### config.mk
export PLATFORM = sky130hd
export DESIGN_NAME = bus_arbiter8
export DESIGN_NICKNAME = d
export VERILOG_FILES = /design/src/rtl/bus_arbiter8.sv
export SDC_FILE = /design/constraint.sdc
export NUM_CORES = 1
export LEC_CHECK = 0
export BUFFER_PORTS_ARGS = -buffer_cell sky130_fd_sc_hd__buf_2
export CAP_MARGIN = 20
export CELL_PAD_IN_SITES_DETAIL_PLACEMENT = 1
export CELL_PAD_IN_SITES_GLOBAL_PLACEMENT = 1
export CORE_MARGIN = 3
export CORE_UTILIZATION = 40
export DETAILED_ROUTE_END_ITERATION = 16
export PLACE_DENSITY_LB_ADDON = 0.1
export SYNTH_ARGS = -nofsm -noshare
export SYNTH_HDL_FRONTEND = slang
export SYNTH_SLANG_ARGS = --single-unit
### constraint.sdc
create_clock -name clk -period 7.8 [get_ports clk]
set_input_delay 1.95 -clock clk [delete_from_list [all_inputs] [get_ports clk]]
set_output_delay 1.95 -clock clk [all_outputs]
set_load 0.005 [all_outputs]
### src/rtl/bus_arbiter8.sv
// bus_arbiter8: round-robin arbiter for eight requesters sharing one mux8 datapath.
// It drives a one-hot grant and a binary mux select, and qualifies transfers with a
// valid/ready handshake. Each grant is capped at MAX_BURST beats. Every release
// inserts a single IDLE turnaround cycle before the next arbitration.
module bus_arbiter8 #(
    parameter int MAX_BURST = 4,   // beats per grant, 1..16
    parameter int CW        = 4    // beat counter width, 2**CW >= MAX_BURST
) (
    input  logic       clk,
    input  logic       n_reset,
    input  logic [7:0] req,
    input  logic       ready,
    output logic [7:0] gnt,
    output logic [2:0] sel,
    output logic       bus_valid,
    output logic       beat,
    output logic       busy
);

    typedef enum logic {
        IDLE  = 1'b0,
        GRANT = 1'b1
    } state_t;

    localparam logic [CW-1:0] LAST_BEAT = CW'(MAX_BURST - 1);

    state_t        state;
    logic [2:0]    ptr;       // highest-priority requester for the next arbitration
    logic [CW-1:0] cnt;       // beats accepted so far in the current grant
    logic [2:0]    winner;
    logic          found;
    logic [2:0]    scan_idx;
    logic          rel;

    // Rotating priority scan: the first requester at or after ptr, wrapping 7 -> 0.
    always_comb begin
        // NOTE: every variable assigned here gets a default first, so no path can
        // leave it unassigned and infer a latch.
        winner   = ptr;
        found    = 1'b0;
        scan_idx = ptr;
        for (int i = 0; i < 8; i++) begin
            scan_idx = ptr + 3'(i);
            if (!found && req[scan_idx]) begin
                winner = scan_idx;
                found  = 1'b1;
            end
        end
    end

    // Handshake qualification and grant-release decision.
    assign busy      = (state == GRANT);
    assign bus_valid = busy & req[sel];
    assign beat      = bus_valid & ready;
    assign rel       = !req[sel] || (beat && (cnt == LAST_BEAT));

    // Arbitration FSM; grant, select, pointer and beat count are all registered.
    // NOTE: sequential state uses non-blocking assignments only, so every register
    // samples pre-edge values regardless of statement order.
    always_ff @(posedge clk or negedge n_reset) begin
        // NOTE: the reset branch is asynchronous and clears all state at once, so a
        // reset mid-burst drops the in-flight beat without keeping partial state.
        if (!n_reset) begin
            state <= IDLE;
            gnt   <= 8'h00;
            sel   <= 3'd0;
            ptr   <= 3'd0;
            cnt   <= '0;
        end else begin
            case (state)
                IDLE: begin
                    if (found) begin
                        gnt   <= 8'(1) << winner;
                        sel   <= winner;
                        cnt   <= '0;
                        state <= GRANT;
                    end
                end
                GRANT: begin
                    if (rel) begin
                        // sel deliberately keeps its last value through IDLE.
                        gnt   <= 8'h00;
                        cnt   <= '0;
                        ptr   <= sel + 3'd1;
                        state <= IDLE;
                    end else if (beat) begin
                        cnt <= cnt + CW'(1);
                    end
                end
                default: begin
                    state <= IDLE;
                    gnt   <= 8'h00;
                    cnt   <= '0;
                end
            endcase
        end
    end

endmodule

==> results of run 1 <==
## layout by cell type (no fill, tap or decap), drive strengths merged, types with 2 or more instances in the layout
cell / netlist / final
nor4: 2 / 2
xnor2: 4 / 4
a22o: 2 / 2
nand2: 19 / 19
o21ai: 7 / 7
clkbuf: 1 / 4
o211ai: 5 / 5
nor2: 7 / 7
nand3b: 2 / 2
a211oi: 3 / 3
a32o: 4 / 4
a21boi: 3 / 3
dfrtp: 19 / 19
nor2b: 2 / 2
mux2: 7 / 7
nand4: 2 / 2
nand2b: 4 / 4
inv: 7 / 7
a21oi: 5 / 5
and3: 2 / 2
o31ai: 4 / 4
a21o: 3 / 3
mux2i: 11 / 11
nand3: 4 / 4
mux4: 14 / 14
a31oi: 2 / 2
ha: 4 / 4
buf: 5 / 24
o22ai: 2 / 2
## critical path, cell delays in order
cell	delay (ps)
buf_2	140
mux4_2	470
mux2i_1	250
nand2b_1	230
inv_1	70
buf_2	130
## state kept, by name, summed over array words and instances, names as in the netlist
register and cells:
ptr 3, gnt 8, busy 1, sel 3, cnt 4
## through the flow
stage / hold slack, ps / instances / setup slack [ps] / util, % / instance area [um^2]
after CTS: 485 / 245 / 2610 / 47.4 / 1960
after global routing: 506 / 245 / 2480 / 47.4 / 1960
after detailed placement: 469 / 241 / 2610 / 46.3 / 1920
after floorplan: 473 / 173 / 3060 / - / 1780
after global placement: 462 / 241 / 2670 / 46.3 / 1920
final: 484 / 245 / 2620 / 47.4 / 1960
## final timing paths
check	from	endpoint	slack, ps	cells past startpoint
max	req[7]	bus_valid	2620	6
min	gnt[6]$_DFFE_PN0P_	gnt[6]$_DFFE_PN0P_	480	2
max reg2reg	ptr[0]$_DFFE_PN0P_	cnt[3]$_DFFE_PN0P_	3730	8
min reg2reg	gnt[6]$_DFFE_PN0P_	gnt[6]$_DFFE_PN0P_	480	2
max in group asynchronous	n_reset	ptr[0]$_DFFE_PN0P_	5880	1
min in group asynchronous	n_reset	cnt[2]$_DFFE_PN0P_	1620	1
## kinds of logic after synthesis
logic type,after synthesis,share of synthesized area (%)
and+or+nand+nor,52,16.1
DFF,19,26.7
buffers and inverters,13,3.93
AOI/OAI and AO/OA,48,19.7
muxes,32,28.3
adders and majority gates,4,2.81
xor gates and xnor gates,5,2.46
## cell type report
class	count	area (um^2)
fill	487	2180
inverter	7	26.3
timing repair buffer	24	120
sequential	19	475
multi-input combinational	141	1230
tap	50	62.6
clock buffer	4	45.0
## per-layer routing
| metal | vias to the layer above | wire length, um |
|---|---|---|
| met5 | - | 0 |
| met4 | 0 | 8 |
| met3 | 2 | 136 |
| met2 | 28 | 2380 |
| met1 | 779 | 2110 |
| li1 | 729 | - |
==> reports/metrics.csv, run 1 <==
metric;value;unit
start_util;43.0;%
post_cts_resized;0;
period_needed;5180;ps
synthCells;173;
seq_area_frac_synth;26.7;%
grt_max_degree;20;
slew_violations;0;
dieArea;0.00529;mm^2
finClkSkew;6.46;ps
critPathKind;input pin to primary output;
detail_route.first_pass.iterations;4;
drive_above_1_share;27.2;%
async_flop_share;100;%
gp_congestion;0.962;
die_width;72.7;um
ioPinCount;25;
die-height;72.7;um
critPathLaunchType;input pin;
routed_wl;4.63;mm
area_delta_synth_final;10.3;%
max_freq;193;MHz
clk_pin_slew;70;ps
antenna_found_initial;0;
cts_buffer_depth;2;
dp_hpwl;3.69;mm
n_antenna_cell;0;
synth_warnings;0;
synth_common_cells;dfrtp_1, nand2_1, mux4_2;
clkLatencyLatePin;260;ps
rsz0062_at_grt;no;
hold_path.class;flop to flop;
htreeDepth;1;
cp-end-kind;primary output;
worst_pin_slew;686;ps
slew_headroom;53.9;%
crit_arrival;3230;ps
cap_violations;0;
grt_pass1_vias;1551;
postCtsSetupBuffers;0;
cts_hold_buffers;0;
met2_usage;32.9;%
synth_edf_count;0;
grt_pass1_wl;7.95;mm
port_buffers;24;
tritoncts;done;
synth_area_leaders;dfrtp_1, mux4_2, mux2i_1, mux2_2, nand2_1;
syn_area;0.00178;mm^2
cts_buffers;3;
status;finished clean;
drt_first_iter_violations;98;
grt_overflow;0;
grt.total_usage;18.9;%
root_buffer;clkbuf_8;
hold_viol;0;
nets;211;
fin_crit_sh;66.5;%
viasPerCell;6.28;
vias;1538;
use_met1;25.8;%
drc;0;
use_met3;3.44;%
yosys.area.top_type_share;26.7;%
synth_cell_types;54;
core-area;0.00414;mm^2
drt.antenna.violating_nets;0;
grt_busiest_layer;met2;
cts_sinks;19;
synth.net_count;188;
finalSetupViolCount;0;
synthFlopType;dfrtp_1;
critPathRequiredTime;5850;ps
synth_top_area_cell;dfrtp_1;
cp_max_fo;7;
syn_area_per_cell;10.3;um^2
ys_ff_latch;19;
core.rowCount;23;
wire_per_inst;18.9;um
fin_setup_tns;0;ps
Power of run 1 is left out: the tool's default activity adds up to more than one toggle a clock period on the data nets, which glitch-free logic cannot reach.
==> inputs of run 2 (changes only) <==
- clock period: 7.8 -> 4.7 ns (I/O delays scaled with it)
==> reports/metrics.csv, run 2 (synthesized netlist as in run 1, its figures left out) <==
metric;value;unit
status;finished clean;
drt.antenna.violating_nets;0;
largest_reg_flops;8;
fin_setup_tns;0;ps
critPathLaunchType;flop;
final_common_cell;buf_2;
slew_headroom;55.0;%
drive_above_1_share;27.6;%
timing.rr.start;ptr[0]$_DFFE_PN0P_;
vias;1572;
critPathRequiredTime;4880;ps
dp_hpwl;3.77;mm
cts_buffer_depth;2;
worst_pin_slew;656;ps
postCtsSetupBuffers;0;
htreeDepth;1;
finalSetupViolCount;0;
post_cts_resized;0;
layout_common_cells;buf_2, nand2_1, dfrtp_1;
grt.total_usage;19.6;%
placed_area;0.00193;mm^2
finClkSkew;5.56;ps
fillers;489;
cts_sinks;19;
start_util;43.0;%
nets;212;
ioPinCount;25;
design_area;0.00197;mm^2
wire_per_inst;19.3;um
min_from;gnt[2]$_DFFE_PN0P_;
cp-end-kind;flop;
period_needed;4090;ps
area_delta_synth_final;10.8;%
hold_viol;0;
dieArea;0.00529;mm^2
port_buffers;24;
instances_no_fill;246;
cp_max_fo;15;
slew_violations;0;
cts_hold_buffers;0;
grt_overflow;0;
routed_wl;4.76;mm
tritoncts;done;
core-area;0.00414;mm^2
drc;0;
hold_ws;478;ps
detail_route.first_pass.iterations;4;
hold_path.class;flop to flop;
largest_registers;gnt x8, cnt x4;
viasPerCell;6.39;
post-place-cells;242;
grt_max_degree;20;
max_freq;244;MHz
drt_first_iter_violations;54;
grt_pass1_wl;8.36;mm
cts_buffers;3;
crit_arrival;4270;ps
crit_start;ptr[0]$_DFFE_PN0P_;
clkLatencyLatePin;250;ps
die-height;72.7;um
clk_pin_slew;70;ps
cap_violations;0;
n_antenna_cell;0;
rsz0062_at_grt;no;
root_buffer;clkbuf_8;
antenna_found_initial;0;
gp_congestion;0.928;
grt_pass1_vias;1648;
core.rowCount;23;
top_register;gnt;
fin_crit_sh;87.0;%
critPathKind;flop to flop;
die_width;72.7;um
-- run 2: cell count changes in the layout (fill, tap and decap cells not counted), sizes merged --
cell / change
buf: +1
-- run 2: final cells by class --
cell class / count / area (um^2) / share of cell area (%)
sequential: 19 / 475 / 24.1
clock buffer: 4 / 45.0 / 2.28
tap: 50 / 62.6 / 3.17
inverter: 7 / 26.3 / 1.33
timing repair buffer: 25 / 128 / 6.47
multi-input combinational: 141 / 1230 / 62.6
-- run 2: path summary, 6_finish.rpt --
kind	to	slack [ps]	depth (start not counted)
max reg2reg	cnt[3]$_DFFE_PN0P_	610	8
min	gnt[2]$_DFFE_PN0P_	480	2
min reg2reg	gnt[2]$_DFFE_PN0P_	480	2
max in group asynchronous	sel[0]$_DFFE_PN0P_	3530	1
min in group asynchronous	cnt[1]$_DFFE_PN0P_	860	1
max	cnt[3]$_DFFE_PN0P_	610	8
-- run 2: worst max-delay path, cell delays in order (launching register included) --
cell,delay [ps]
dfrtp_1,770
inv_2,140
ha_1,680
mux4_2,640
mux2_2,320
nor4_4,430
nand4_1,300
a21boi_2,490
a21boi_1,240
-- run 2: per-stage QoR --
step,utilization [%],setup WS (ps)
after global placement,46.5,825
after detailed placement,46.5,582
after floorplan,-,1400
after global routing,47.6,281
after CTS,47.6,566
final,47.6,610
-- run 2: layer usage --
metal  track usage [%]  vias to the layer above  wire [um]
met1              27.0                      792       2110
met4              2.46                        0         36
li1                  -                      733          -
met3              3.31                        6        224
met5                 0                        -          0
met2              33.3                       41       2390
Power of run 2 is left out for the same reason.
==> inputs of run 3 (changes only) <==
- BUFFER_PORTS_ARGS: -buffer_cell sky130_fd_sc_hd__buf_2 -> default
- DONT_BUFFER_PORTS: default -> 1
- MAX_ROUTING_LAYER: default -> met4
==> reports/metrics.csv, run 3 (synthesized netlist as in run 1, its figures left out) <==
metric;value;unit
detail_route.first_pass.iterations;4;
cts_hold_buffers;0;
fillers;474;
fin_crit_sh;87.1;%
period_needed;4090;ps
critPathSlowestCell;dfrtp_1;
core.rowCount;23;
cap_violations;0;
n_antenna_cell;0;
critPathRequiredTime;4900;ps
vias;1496;
reg2reg_depth;9;
htreeDepth;1;
die-height;72.7;um
core-area;0.00414;mm^2
gp_congestion;0.948;
path_cells;inv_2, ha_1, mux4_2, mux2i_1, o211ai_1, a211oi_1, o211ai_1, a21oi_1, a32o_1;
top_register;gnt;
grt.total_usage;19.7;%
drive_above_1_share;17.5;%
wire_per_inst;21.0;um
whs_path_depth;2;
crit_start;ptr[0]$_DFFE_PN0P_;
worst_pin_slew;733;ps
cts_buffer_depth;2;
largest_registers;gnt x8, cnt x4;
root_buffer;clkbuf_8;
cp-end-kind;flop;
timing.rr.start;ptr[0]$_DFFE_PN0P_;
critPathKind;flop to flop;
slowest_delay;770;ps
antenna_found_initial;0;
ioPinCount;25;
finalSetupViolCount;0;
slew_violations;0;
hold_ws;522;ps
grt_pass1_vias;1582;
cp_max_fo;15;
slew_headroom;50.8;%
critPathLaunchType;flop;
design_area;0.00185;mm^2
crit_arrival;4290;ps
routed_wl;4.64;mm
grt_pass1_wl;8.02;mm
fin_setup_tns;0;ps
nets;187;
grt_overflow;0;
hold_path.class;flop to flop;
clkLatencyLatePin;260;ps
status;finished clean;
placed_area;0.00180;mm^2
cp_common_cell;o211ai_1;
dp_hpwl;3.61;mm
postCtsSetupBuffers;0;
dieArea;0.00529;mm^2
largest_reg_flops;8;
viasPerCell;6.77;
grt_max_degree;20;
port_buffers;0;
clk_pin_slew;70;ps
cts_sinks;19;
post_cts_resized;0;
drc;0;
drt.antenna.violating_nets;0;
finClkSkew;0.887;ps
layout_common_cells;nand2_1, dfrtp_1, mux4_2;
tritoncts;done;
rsz0062_at_grt;no;
start_util;43.0;%
drt_first_iter_violations;72;
max_freq;244;MHz
min_from;gnt[2]$_DFFE_PN0P_;
hold_viol;0;
area_delta_synth_final;3.65;%
die_width;72.7;um
cts_buffers;3;
run 3: worst paths after layout:
check / to / slack, ps
min reg2reg: gnt[2]$_DFFE_PN0P_ / 520
max reg2reg: gnt[1]$_DFFE_PN0P_ / 610
max: gnt[1]$_DFFE_PN0P_ / 610
min in group asynchronous: cnt[0]$_DFFE_PN0P_ / 600
max in group asynchronous: ptr[0]$_DFFE_PN0P_ / 4030
min: gnt[2]$_DFFE_PN0P_ / 520
run 3: per-stage QoR:
stage | worst slack (ps) | std cells | util (%)
final | 608 | 221 | 44.5
after global routing | 222 | 221 | 44.5
after CTS | 631 | 221 | 44.5
after detailed placement | 679 | 217 | 43.4
after global placement | 774 | 217 | 43.4
after floorplan | 1400 | 173 | -
run 3: metal layers:
layer	vias to the layer above	share of wire, %	wire (um)	GRT usage (%)
li1	678	-	-	-
met1	782	46	2160	26.8
met2	32	49	2270	31.2
met3	4	4.0	185	4.41
met4	0	0.69	32	2.46
met5	-	0	0	-
run 3: worst max-delay path: cells and delay by family (launching register included):
family | cells | cell delay (ps)
adders and majority gates | 1 | 660
DFF | 1 | 770
buffers and inverters | 1 | 160
muxes | 2 | 1000
AOI/OAI and AO/OA | 5 | 1440
run 3: layout make-up:
cell class	instances	area, um^2	share of cell area [%]
multi-input cells	141	1230	66.9
flip-flops and latches	19	475	25.8
well taps	50	62.6	3.39
clock buffers	3	41.3	2.24
inverters	7	26.3	1.42
clock inverters	1	5.00	0.271
Power of run 3 is left out for the same reason.
